==> src/rtl/fifo_push_arbiter_pkg.sv <==
// Shared definitions for the FIFO push arbiter: width helpers and the
// wrap-around index increment used by the round-robin rotation.
package fifo_arb_pkg;

  // Default configuration of the arbiter.
  localparam int unsigned N_REQ_DEF = 3;
  localparam int unsigned WIDTH_DEF = 8;
  localparam int unsigned BURST_DEF = 2;

  // Width of a producer index (at least one bit).
  function automatic int unsigned idx_w(input int unsigned n);
    return (n < 2) ? 1 : $clog2(n);
  endfunction

  // Width of the burst counter, able to hold the value 'burst'.
  function automatic int unsigned cnt_w(input int unsigned b);
    return (b < 1) ? 1 : $clog2(b + 1);
  endfunction

  localparam int unsigned IDX_W_DEF = idx_w(N_REQ_DEF);
  localparam int unsigned CNT_W_DEF = cnt_w(BURST_DEF);

  // Wrap-around increment: (idx + 1) mod n.
  function automatic int unsigned rr_next(input int unsigned idx, input int unsigned n);
    return (idx + 1 >= n) ? 0 : idx + 1;
  endfunction

endpackage

==> src/rtl/fifo_push_arbiter_if.sv <==
// Producer and FIFO-push signal bundle of the arbiter.
//
// Handshake: producer i offers data with req_valid[i]; the arbiter answers
// with req_ready[i] in the same cycle (combinationally). A transfer for i
// happens on the rising clock edge where req_valid[i] & req_ready[i] is 1,
// which is also the edge where push=1 writes write_data into the FIFO.
// At most one req_ready bit is set. fifo_full must come from a register.
interface fifo_push_arbiter_if #(
  parameter int unsigned N_REQ = 3,
  parameter int unsigned WIDTH = 8
);
  localparam int unsigned IDX_W = fifo_arb_pkg::idx_w(N_REQ);

  logic [N_REQ-1:0]       req_valid;
  logic [N_REQ*WIDTH-1:0] req_data;
  logic [N_REQ-1:0]       req_ready;
  logic                   fifo_full;
  logic                   push;
  logic [WIDTH-1:0]       write_data;
  logic [IDX_W-1:0]       grant_id;

  // Arbiter side.
  modport master (
    input  req_valid, req_data, fifo_full,
    output req_ready, push, write_data, grant_id
  );

  // Producers plus FIFO side.
  modport slave (
    output req_valid, req_data, fifo_full,
    input  req_ready, push, write_data, grant_id
  );
endinterface

==> src/rtl/fifo_push_arbiter_rr_priority_pick.sv <==
// Rotating first-one finder: the first set bit of vec scanning from start
// upwards and wrapping around.
module rr_priority_pick
  import fifo_arb_pkg::*;
#(
  parameter int unsigned N = 3,
  localparam int unsigned IW = idx_w(N)
) (
  input  logic [N-1:0]  vec,
  input  logic [IW-1:0] start,
  output logic          found,
  output logic [IW-1:0] idx
);

  int pos;

  // Walk N positions from start, keep the first valid one.
  always_comb begin
    found = 1'b0;
    idx   = '0;
    pos   = 0;
    for (int k = 0; k < int'(N); k++) begin
      pos = int'(start) + k;
      if (pos >= int'(N)) pos = pos - int'(N);
      if (!found && vec[pos[IW-1:0]]) begin
        found = 1'b1;
        idx   = pos[IW-1:0];
      end
    end
  end

endmodule

==> src/rtl/fifo_push_arbiter.sv <==
// Round-robin arbiter sharing one FIFO push port among n_req producers,
// with a burst limit on consecutive pushes by the same producer.
module fifo_push_arbiter
  import fifo_arb_pkg::*;
#(
  parameter int unsigned n_req = 3,
  parameter int unsigned width = 8,
  parameter int unsigned burst = 2,
  localparam int unsigned IDX_W = idx_w(n_req),
  localparam int unsigned CNT_W = cnt_w(burst)
) (
  input  logic               clk,
  input  logic               rst,
  fifo_push_arbiter_if.master bus,
  output logic [IDX_W-1:0]   dbg_owner_o,
  output logic [CNT_W-1:0]   dbg_cnt_o
);

  logic [IDX_W-1:0] owner_q, owner_d;
  logic [CNT_W-1:0] cnt_q, cnt_d;
  logic [IDX_W-1:0] start_idx;
  logic             keep_owner;
  logic             found;
  logic [IDX_W-1:0] pick_idx;
  logic             grant;

  logic [n_req-1:0] req_ready_d;
  logic [width-1:0] write_data_d;

  // Current owner keeps scan priority while still valid and under its burst limit.
  always_comb begin
    keep_owner = bus.req_valid[owner_q] && (cnt_q < CNT_W'(burst));
    start_idx  = keep_owner ? owner_q : IDX_W'(rr_next(32'(owner_q), n_req));
  end

  rr_priority_pick #(.N(n_req)) u_pick (
    .vec   (bus.req_valid),
    .start (start_idx),
    .found (found),
    .idx   (pick_idx)
  );

  // A grant needs a valid producer, room in the FIFO and reset released.
  assign grant = found && !bus.fifo_full && rst;

  // Output muxing; everything is zero when there is no grant.
  always_comb begin
    req_ready_d  = '0;
    write_data_d = '0;
    if (grant) begin
      for (int i = 0; i < int'(n_req); i++) begin
        if (pick_idx == IDX_W'(i)) begin
          req_ready_d[i] = 1'b1;
          write_data_d   = bus.req_data[i*width +: width];
        end
      end
    end
  end

  assign bus.req_ready  = req_ready_d;
  assign bus.push       = grant;
  assign bus.write_data = write_data_d;
  assign bus.grant_id   = grant ? pick_idx : '0;

  // Burst bookkeeping: continue the burst or hand the port to a new owner.
  always_comb begin
    owner_d = owner_q;
    cnt_d   = cnt_q;
    if (grant) begin
      if (keep_owner && (pick_idx == owner_q)) begin
        cnt_d = cnt_q + 1'b1;
      end else begin
        owner_d = pick_idx;
        cnt_d   = CNT_W'(1);
      end
    end
  end

  // State registers; reset makes the first scan start at producer 0.
  always_ff @(posedge clk or negedge rst) begin
    if (!rst) begin
      owner_q <= IDX_W'(n_req - 1);
      cnt_q   <= CNT_W'(burst);
    end else begin
      owner_q <= owner_d;
      cnt_q   <= cnt_d;
    end
  end

  assign dbg_owner_o = owner_q;
  assign dbg_cnt_o   = cnt_q;

endmodule
==> src/flat_wrapper.sv <==
// flat-port wrapper written by rule: the top's interface ports become plain ports
module fifo_push_arbiter_flat import fifo_arb_pkg::*;
#(
  parameter int unsigned n_req = 3,
  parameter int unsigned width = 8,
  parameter int unsigned burst = 2,
  localparam int unsigned IDX_W = idx_w(n_req),
  localparam int unsigned CNT_W = cnt_w(burst)
)
  (clk, rst, dbg_owner_o, dbg_cnt_o, bus_req_valid, bus_req_data, bus_fifo_full, bus_req_ready, bus_push, bus_write_data, bus_grant_id);
  fifo_push_arbiter_if bus_i ();
  input  logic clk;
  input  logic rst;
  output logic [IDX_W-1:0] dbg_owner_o;
  output logic [CNT_W-1:0] dbg_cnt_o;
  input wire logic [$bits(bus_i.req_valid)-1:0] bus_req_valid;
  input wire logic [$bits(bus_i.req_data)-1:0] bus_req_data;
  input wire logic [$bits(bus_i.fifo_full)-1:0] bus_fifo_full;
  output wire logic [$bits(bus_i.req_ready)-1:0] bus_req_ready;
  output wire logic [$bits(bus_i.push)-1:0] bus_push;
  output wire logic [$bits(bus_i.write_data)-1:0] bus_write_data;
  output wire logic [$bits(bus_i.grant_id)-1:0] bus_grant_id;
  assign bus_i.req_valid = bus_req_valid;
  assign bus_i.req_data = bus_req_data;
  assign bus_i.fifo_full = bus_fifo_full;
  assign bus_req_ready = bus_i.req_ready;
  assign bus_push = bus_i.push;
  assign bus_write_data = bus_i.write_data;
  assign bus_grant_id = bus_i.grant_id;
  fifo_push_arbiter #(.n_req(n_req), .width(width), .burst(burst)) u_core (.clk(clk), .rst(rst), .bus(bus_i), .dbg_owner_o(dbg_owner_o), .dbg_cnt_o(dbg_cnt_o));
endmodule
==> config.mk <==
export PLATFORM = sky130hd
export DESIGN_NAME = fifo_push_arbiter_flat
export DESIGN_NICKNAME = d
export VERILOG_FILES = /design/src/rtl/fifo_push_arbiter_pkg.sv /design/src/rtl/fifo_push_arbiter_if.sv /design/src/rtl/fifo_push_arbiter_rr_priority_pick.sv /design/src/rtl/fifo_push_arbiter.sv /design/src/flat_wrapper.sv
export SDC_FILE = /design/constraint.sdc
export NUM_CORES = 1
export LEC_CHECK = 0
export ABC_AREA = 1
export BUFFER_PORTS_ARGS = -buffer_cell sky130_fd_sc_hd__buf_2
export CORE_UTILIZATION = 30
export CTS_BUF_LIST = sky130_fd_sc_hd__clkbuf_2
export CTS_CLUSTER_DIAMETER = 30
export CTS_CLUSTER_SIZE = 20
export DETAILED_ROUTE_END_ITERATION = 7
export GPL_TIMING_DRIVEN = 0
export SYNTH_ARGS = -nofsm -noshare
export SYNTH_HDL_FRONTEND = slang
export SYNTH_HIERARCHICAL = 1
export SYNTH_SLANG_ARGS = --single-unit
==> constraint.sdc <==
create_clock -name clk -period 3 [get_ports clk]
set_input_delay 0.15 -clock clk [delete_from_list [all_inputs] [get_ports clk]]
set_output_delay 0.15 -clock clk [all_outputs]
set_load 0.05 [all_outputs]
### Yosys cells after proc, flatten, opt, wreduce, memory -nomap -nowiden

Cells that the tools add are included.

* add/subtract/negate cells: 7
* $lt $le $gt $ge: 9
* equal/unequal tests: 3
* muxes and demuxes: 29
* bitwise gates (word level): 1
* reduce and logical (&&, ||, !) cells: 11

Operator list (count)
* $mux 8: 4
* $mux 2: 10
* $lt 2x3->1 const B: 4
* $mux 1: 10
* $ge 3x2->1 const B: 3
* $bmux 1 s2: 4
* $add 2x1->3 const B: 2
* $logic_and 1x1->1: 6
* $sub 2x2->2 const B: 3
* $add 2x2->3 const B: 1
* $logic_not 1->1: 3
* $mux 3: 1
* $add 2x1->2 const B: 1
* $eq 2x1->1 const B: 1
* $eq 2x2->1: 1
* $eq 2x2->1 const B: 1
* $ge 2x2->1 const B: 1
* $logic_not 2->1: 1
* $lt 2x2->1 const B: 1
* $reduce_and 2->1: 1
* $not 1->1: 1

* bits in registers: 4
* output and inout port bits: 18
* word-level logic and storage cells: 62

### Longest topological paths before layout

Gate-level depths: netlist (run 1).

* depth after elaboration: 20
* mapped depth: 23
* gate-level depth less buffers: 23

### Hierarchy

The synthesis (run 1) kept the hierarchy.

Modules (own cells, without submodules)
* fifo_push_arbiter: instances 1, cells each 99, area an instance 523.0 µm²
* rr_priority_pick: instances 1, cells each 51, area an instance 240.2 µm²

### Worst setup path before layout (run 1)

OpenSTA, ideal clock, no wires.

* path kind: reg2out
* start point: reg u_core.owner_q[1] (netlist: u_core/dbg_owner_o[1])
* end point: out bus_write_data[5]
* arrival time: 4035 ps
* path slack: -1185 ps
* cell stages (with the launch flop): 20
* cell sequence: dfstp_2 > inv_2 > nand2_1 > nand3_1 > a21oi_2 > nand2_1 > o21ai_1 > inv_1 > ha_1 > inv_2 > nand2_1 > nand3_1 > nand2_1 > nand2_1 > inv_1 > nand3_1 > nand2_1 > nor3_1 > nand2_1 > nand3_1

* word-level cells in the longest chain between the ends: 20
* elaborated cells on any way between the ends: 43
* classes of those cells: 6 x add/sub; 4 x order compare; 2 x eq/ne; 23 x mux; 8 x reduce/logical

RTL lines
* start, declared: line fifo_push_arbiter.sv:19 `logic [IDX_W-1:0] owner_q, owner_d;`
* start signal, assigned: line fifo_push_arbiter.sv:82 `owner_q <= IDX_W'(n_req - 1);`
* start signal, assigned: line fifo_push_arbiter.sv:85 `owner_q <= owner_d;`
* $add 2x1->3 or $bmux 1 s2 (tied branches): line fifo_push_arbiter_pkg.sv:25, fifo_push_arbiter.sv:32
* $ge 3x2->1 or $mux 1 (tied branches): line fifo_push_arbiter_pkg.sv:25, fifo_push_arbiter.sv:32
* $mux 2 or $logic_and 1x1->1 (tied branches): line fifo_push_arbiter_pkg.sv:25, fifo_push_arbiter.sv:32
* $mux 2 *: line fifo_push_arbiter.sv:33 `start_idx = keep_owner ? owner_q : IDX_W'(rr_next(32'(owner_q), n_req));`
* named net u_core.start_idx[0]: line fifo_push_arbiter.sv:21 `logic [IDX_W-1:0] start_idx;`
* branches (longest 10 deep; another with $add 2x1->3)
* $mux 2 *: line fifo_push_arbiter_rr_priority_pick.sv:25 `if (!found && vec[pos[IW-1:0]]) begin`
* named net u_core.pick_idx[1]: line fifo_push_arbiter.sv:24 `logic [IDX_W-1:0] pick_idx;`
* $logic_not 2->1: line fifo_push_arbiter.sv:52 `if (pick_idx == IDX_W'(i)) begin`
* $mux 8 (2 in a row): line fifo_push_arbiter.sv:52
* $mux 8 *: line fifo_push_arbiter.sv:52
* $mux 8 *: line fifo_push_arbiter.sv:50 `if (grant) begin`
* end, declared: line flat_wrapper.sv:21 `output wire logic [$bits(bus_i.write_data)-1:0] bus_write_data;`

Mark *: on every way through the listed nets, which the timed path passes. The select of a mux whose other input is x is not followed.

### Worst setup path in the final report (run 1)

* start point: reg u_core.owner_q[1] (netlist: u_core/dbg_owner_o[1])
* end point: out bus_write_data[7]

Same word-level chain as after synthesis.

==> summary.txt, run 1 <==
STA
  – Min Tclk post-route: 3213 ps
  – Setup Skew: 3.393 ps
  – Final hold vios: 0
  – Final Slew Violations: 0
  – Relative slew margins: 82.85%
  – Final worst setup slack: -212.8 ps
  – Final number of setup-violating endpoints: 14
  – Achievable frequency: 311.3 MHz
  – Min Hold Slack: 318.4 ps
  – RSZ-0062 raised after global routing: true
  – Worst Max-Slew Pin Slew: 256.8 ps
  – Fin crit share: 107.1%

Drt
  – Post-route ant nets: 0
  – Detailed-route via count: 1192
  – DR DRC count: 0
  – Drt first pass iters: 4
  – WL final: 3.176 mm
  – Iter 0 DRT Violations: 22
  – Routed len/inst: 12.55 microns
  – Routed vias/inst: 4.711

Synth
  – Mean post-synth cell area: 5.088 sq um
  – Synth warnings: 6
  – Compound-Gate Fraction of Synth Area: 5.902%
  – Mapped Area: 763.2 sq um
  – Post-Synth Adder-Cell Area: 4.918%
  – Post-synth EDFFs: 0
  – Gate Count Post-Synth: 150
  – Net Count, Synth: 183
  – Post-Synth Simple-Gate Area: 56.72%
  – Post-synthesis mux area share: 2.623%
  – Ys async rst share: 100.0%
  – Largest area contributor in the netlist: nand2_1
  – Post-synth top area share: 32.46%
  – Synth top area cells: nand2_1 32%, nand3_1 12%, inv_1 11%
  – Library cells used by synthesis: 22
  – Post-Synth XOR/XNOR Area: 1.148%
  – Seq/Total Area, Yosys: 13.44%
  – Top_reg_cell synth: dfstp_2
  – Largest family of logic cells by synthesized area: simple AND/OR/NAND/NOR gates
  – #FFs+latches synth: 4

Job
  – Max cap viols: 0

Global routing
  – Total grt overflow: 0
  – Number of global-route vias before repair: 1122
  – Largest net degree at the start of global routing: 10
  – First-pass GRT wire length: 4.512 mm
  – Antenna violations before repair: 0
  – Overall Global Routing Usage: 21.34%

Setup path
  – CP Launch Type: register
  – CP Data Arrival Time: 3060 ps
  – Worst path cell trace: inv_2, nand2_2, nand3_4, a21oi_4, nand2_2, o21ai_4, inv_2, ha_4, inv_4, nand2_1, nand3_2, nand2_1, nand2_1, inv_2, nand3_2, nand2_4, inv_4, nor2_4, nand2_1, nand3_1, nand2_2, clkinvlp_4, buf_8
  – Buffers & Inverters on Critical Path: 7
  – CP Class: reg2out
  – R2R setup slack: -30 ps
  – Crit. End Element: output pin
  – Worst path max stage delay: 530 ps
  – CP max stage cell: dfstp_2
  – CP delay by family, top: simple AND/OR/NAND/NOR gates
  – Critical path peak fanout: 7
  – Most frequent cell on the critical path: nand2_1
  – Data required time of the critical path: 2850 ps

Final layout
  – Most common cell after layout, fill and taps aside: nand2_1
  – Layout cell share with drive strength beyond 1: 66.67%
  – Reg area: 102.6 sq um
  – Area growth, synth to finish: 121.8%
  – Net count, final: 260
  – Final std cell area, no fill: 0.001693 sq mm
  – Fill cells: 182
  – Commonest cells after routing, fill and taps aside: 45 x nand2_1, 33 x buf_2, 21 x buf_4, 19 x nand2_2
  – Ant. Diodes: 0
  – Multi-input logic area: 812.0 sq um

Placement
  – Post-DP HPWL: 1.933 mm
  – GPL Wtd Cong: 0.8594
  – PortBufs: 47
  – Post-Place Setup Slack: -245.9 ps
  – Placed cell area: 0.001145 sq mm

Floorplan
  – Chip height: 52.44 microns
  – Starting density of the core: 33.22%
  – Die area: 0.002750 sq mm
  – IO Pins: 48
  – Core ar.: 0.002297 sq mm
  – Std-Cell Rows: 17
  – Chip Width: 52.44 microns

Clock network
  – CTS Sinks: 4
  – CTS root buf: clkbuf_2
  – CTS Buffer Depth: 2
  – Clock Pin Slew Worst Setup and Hold Paths: 40 ps
  – Num CTS Buffers: 3
  – CTS tree: yes
  – Max H-tree Level: 1
  – Worst-Skew Late Latency: 200 ps

Outcome
  – Status: finished with violations
  – Failing checks: negative setup slack

Worst hold path
  – Worst min-delay path class: in2async
kinds of logic (layout without fill, tap and decap cells):
family	after synthesis	in the layout
simple gates	101	101
buf+inv	31	106
compound gates	8	8
flops	4	4
fa+ha+maj	3	3
mux	2	2
xor+xnor	1	1
cell type report:
cell class	count	share of cell area (%)
multi-input cells	115	47.97
repair buffers	72	33.70
inverters	31	9.313
flip-flops and latches	4	6.061
well taps	28	2.069
clock buffers	3	0.8869
per-stage QoR:
stage                     std cells  util (%)  TNS, ps
final                           253     73.69    -1665
after global routing            253     73.69    -4019
after CTS                       246     63.51   -355.5
after detailed placement        225     49.84    -1639
after global placement          225     49.84    -1594
after floorplan                 150         -    -1206
state kept, by name, summed over array words and instances, names as in the netlist:
register,flops
u_core/dbg_owner_o,2
u_core/dbg_cnt_o,2
repair_timing:
item,CTS,global route
endpoints found under the hold margin,4,0
buffers inserted,17,7
gates resized for setup,46,58
hold buffers,1,0
pin swaps,18,9
setup endpoints to repair,14,16
cell usage after synthesis (2+ instances only):
cell and number:
a21oi_1 2, dfrtp_1 2, dfstp_2 2, ha_1 3, inv_1 23, inv_2 7, mux2i_1 2, nand2_1 66
nand3_1 19, nor2_1 7, nor2_2 2, nor3_1 3, o21ai_0 2, o21ai_1 2
worst paths after layout:
path / from / endpoint / cells after the start
worst min-delay path: rst / u_core/dbg_owner_o[0] / 2
worst min register to register: u_core/dbg_cnt_o[0] / u_core/dbg_cnt_o[0] / 4
max in group asynchronous: rst / u_core/dbg_cnt_o[1] / 2
min in group clk: bus_req_valid[1] / u_core/dbg_cnt_o[1] / 5
worst max register to register: u_core/dbg_owner_o[1] / u_core/dbg_cnt_o[1] / 21
worst max-delay path: u_core/dbg_owner_o[1] / bus_write_data[7] / 23
layer usage:
metal	track usage (%)	part of all wire [%]	vias to the layer above
met3	0.8696	2.4	2
met1	25.22	39	555
met2	40.08	58	20
met4	7.456	0.31	0
met5	0	0	-
li1	-	-	615
Power of run 1 is left out: the tool's default activity adds up to more than one toggle a clock period on the data nets, which glitch-free logic cannot reach.
==> run 2, diff against run 1 <==
Settings changed: ABC_AREA 1 to unset, BUFFER_PORTS_ARGS -buffer_cell sky130_fd_sc_hd__buf_2 to -buffer_cell sky130_fd_sc_hd__buf_4, CTS_BUF_LIST sky130_fd_sc_hd__clkbuf_2 to sky130_fd_sc_hd__clkbuf_8.
==> summary.txt, run 2 <==
Outcome
  – Status: finished with violations
  – Failing checks: negative setup slack

Final layout
  – Ant. Diodes: 0
  – Net count, final: 204
  – Most common cell after layout, fill and taps aside: buf_4
  – Layout cell share with drive strength beyond 1: 70.59%
  – Area growth, synth to finish: 119.7%
  – Commonest cells after routing, fill and taps aside: 52 x buf_4, 16 x buf_6, 11 x mux2i_1, 10 x nand2_1, 8 x a21oi_4

Floorplan
  – Chip Width: 53.63 microns
  – Chip height: 53.63 microns
  – Core ar.: 0.002500 sq mm
  – Std-Cell Rows: 18
  – IO Pins: 48
  – Die area: 0.002876 sq mm
  – Starting density of the core: 31.98%

Drt
  – Post-route ant nets: 0
  – Iter 0 DRT Violations: 7
  – Detailed-route via count: 1005
  – Routed len/inst: 13.83 microns
  – DR DRC count: 0
  – Routed vias/inst: 5.025
  – Drt first pass iters: 4
  – WL final: 2.766 mm

Placement
  – PortBufs: 47
  – Post-Place Setup Slack: -240.8 ps
  – Post-DP HPWL: 1.837 mm
  – GPL Wtd Cong: 0.7003

Pwr
  – Clock Power Share: 4.6%
  – Pwr dens: 1431 mW/mm^2
  – Maximum VDD drop: 1.008 mV
  – Combinational share of power: 90.9%
  – Leakage: 0.7656 nW
  – Switch share: 48.35%
  – Sequential share of power: 4.5%
  – Switching Power: 1.215 mW
  – Total power: 2.514 mW
  – Internal: 1.298 mW

Clock network
  – Clock Pin Slew Worst Setup and Hold Paths: 30 ps
  – CTS Sinks: 4
  – Max H-tree Level: 1
  – CTS tree: yes
  – CTS root buf: clkbuf_8
  – Num CTS Buffers: 3
  – Worst-Skew Late Latency: 220 ps
  – CTS Buffer Depth: 2

Setup path
  – Worst path max stage delay: 630 ps
  – Critical path peak fanout: 7
  – CP max stage cell: dfstp_4
  – Data required time of the critical path: 2850 ps
  – CP Launch Type: register
  – CP Data Arrival Time: 3140 ps
  – Worst path cell trace: nand2b_4, nand3b_1, o31ai_4, inv_2, ha_4, nand2_2, o211ai_1, a311oi_2, o32a_1, buf_6, buf_12, mux2i_1, or2_1, a21oi_4, buf_6
  – CP Class: reg2out
  – Most frequent cell on the critical path: buf_6
  – Crit. End Element: output pin

Synth
  – Mean post-synth cell area: 7.995 sq um
  – Post-synth EDFFs: 0
  – Seq/Total Area, Yosys: 12.83%
  – Synth warnings: 6
  – Synth top area cells: mux2i_1 15%, nand2_1 7.0%, dfstp_2 6.6%
  – Net Count, Synth: 133
  – Gate Count Post-Synth: 100
  – #FFs+latches synth: 4
  – Top_reg_cell synth: dfstp_2
  – Post-synth top cells: 15 x nand2_1, 12 x mux2i_1, 5 x a21oi_2, 5 x nor2_1, 5 x or2_1
  – Largest area contributor in the netlist: mux2i_1
  – Mapped Area: 799.5 sq um
  – Library cells used by synthesis: 38
  – Post-synth top area share: 15.02%
  – Ys async rst share: 100.0%
  – Count leader, synth: nand2_1

STA
  – Setup Skew: 4.460 ps
  – Min Tclk post-route: 3294 ps
  – Final worst setup slack: -294.3 ps
  – Final hold vios: 0
  – Final Slew Violations: 0
  – RSZ-0062 raised after global routing: true
  – Fin crit share: 109.8%
  – Worst Max-Slew Pin Slew: 295.1 ps
  – Relative slew margins: 80.24%
  – Final number of setup-violating endpoints: 12
  – Achievable frequency: 303.6 MHz

Global routing
  – Overall Global Routing Usage: 20.13%
  – Number of global-route vias before repair: 940
  – Antenna violations before repair: 0
  – First-pass GRT wire length: 4.250 mm
  – Largest net degree at the start of global routing: 11
  – Total grt overflow: 0

Job
  – Max cap viols: 0

Worst hold path
  – Worst min-delay path class: in2async
run 2: cell types whose count changed after synthesis, sizes merged, moves of 6 or more:
cell   previous run  this run
nand2            67        15
buf               0         7
mux2i             2        12
a21oi             3         9
inv              30         4
or2               1         8
nand3            20         0
run 2: worst paths after layout:
check | startpoint | end | slack, ps | depth (start not counted)
worst max-delay path | u_core/dbg_cnt_o[1] | bus_write_data[5] | -290 | 15
worst min-delay path | rst | u_core/dbg_owner_o[0] | 270 | 2
worst max register to register | u_core/dbg_cnt_o[1] | u_core/dbg_cnt_o[0] | 10 | 14
worst min register to register | u_core/dbg_cnt_o[0] | u_core/dbg_cnt_o[0] | 600 | 2
max in group asynchronous | rst | u_core/dbg_owner_o[1] | 2530 | 2
min in group clk | bus_req_valid[2] | u_core/dbg_cnt_o[0] | 420 | 4
run 2: logic make-up (layout without fill, tap and decap cells):
logic type / after synthesis / count (layout) / synth area share, %
and+or+nand+nor: 46 / 46 / 34.43
muxes: 12 / 12 / 15.02
buffers and inverters: 12 / 82 / 11.74
adders and majority gates: 3 / 3 / 4.695
AOI/OAI and AO/OA: 22 / 22 / 20.19
DFF: 4 / 4 / 12.83
xor gates and xnor gates: 1 / 1 / 1.096
run 2: area by class of cell:
type / instances / area [sq um]
fillers: 184 / 743.2
plain buffers: 6 / 68.82
well taps: 30 / 37.54
clock inverters: 1 / 3.754
multi-input cells: 84 / 878.3
repair buffers: 68 / 596.8
inverters: 4 / 18.77
flip-flops and latches: 4 / 111.4
clock buffers: 3 / 41.29
run 2: worst max-delay path: cells and delay by family (launching register included):
kind | cells | cell delay, ps
multiplexers | 1 | 70
adder cells (fa/ha/maj) | 1 | 200
AO/OA/AOI/OAI | 5 | 910
buffers and inverters | 4 | 520
AND/OR/NAND/NOR | 4 | 590
flip-flops | 1 | 630
run 2: metal layers:
metal	GRT usage, %	wire (microns)
met1	25.17	1119
met2	35.42	1510
met3	3.107	136
met4	5.263	0
met5	0	0
run 2: power groups by stage:
stage	combinational (mW)	sequential [mW]	clock, mW
finish	2.29	0.113	0.115
global route	2.42	0.116	0.124
CTS	2.13	0.112	0.117
detailed placement	1.67	0.126	0
global placement	1.65	0.122	0
floorplan	1.30	0.188	0
run 2: through the flow:
stage	hold slack (ps)	utilization (%)	setup TNS [ps]	cell area [sq um]	cells
after floorplan	-145.6	-	-944.8	967.2	100
after global placement	-51.27	54.30	-1318	1358	177
after detailed placement	-48.11	54.30	-1822	1358	177
after CTS	266.9	65.92	-2961	1648	196
after global routing	299.1	70.27	-4321	1757	200
final	269.1	70.27	-2376	1757	200
run 2: repair_timing:
action                                 in CTS  in global routing
setup buffers                              14                  6
pin swaps                                  11                 15
setup endpoints to repair                  14                 16
cloned                                      0                  0
endpoints found under the hold margin       4                  0
gates resized for setup                    31                 18
hold buffers                                1                  0
Power figures use the tool's default switching activity.
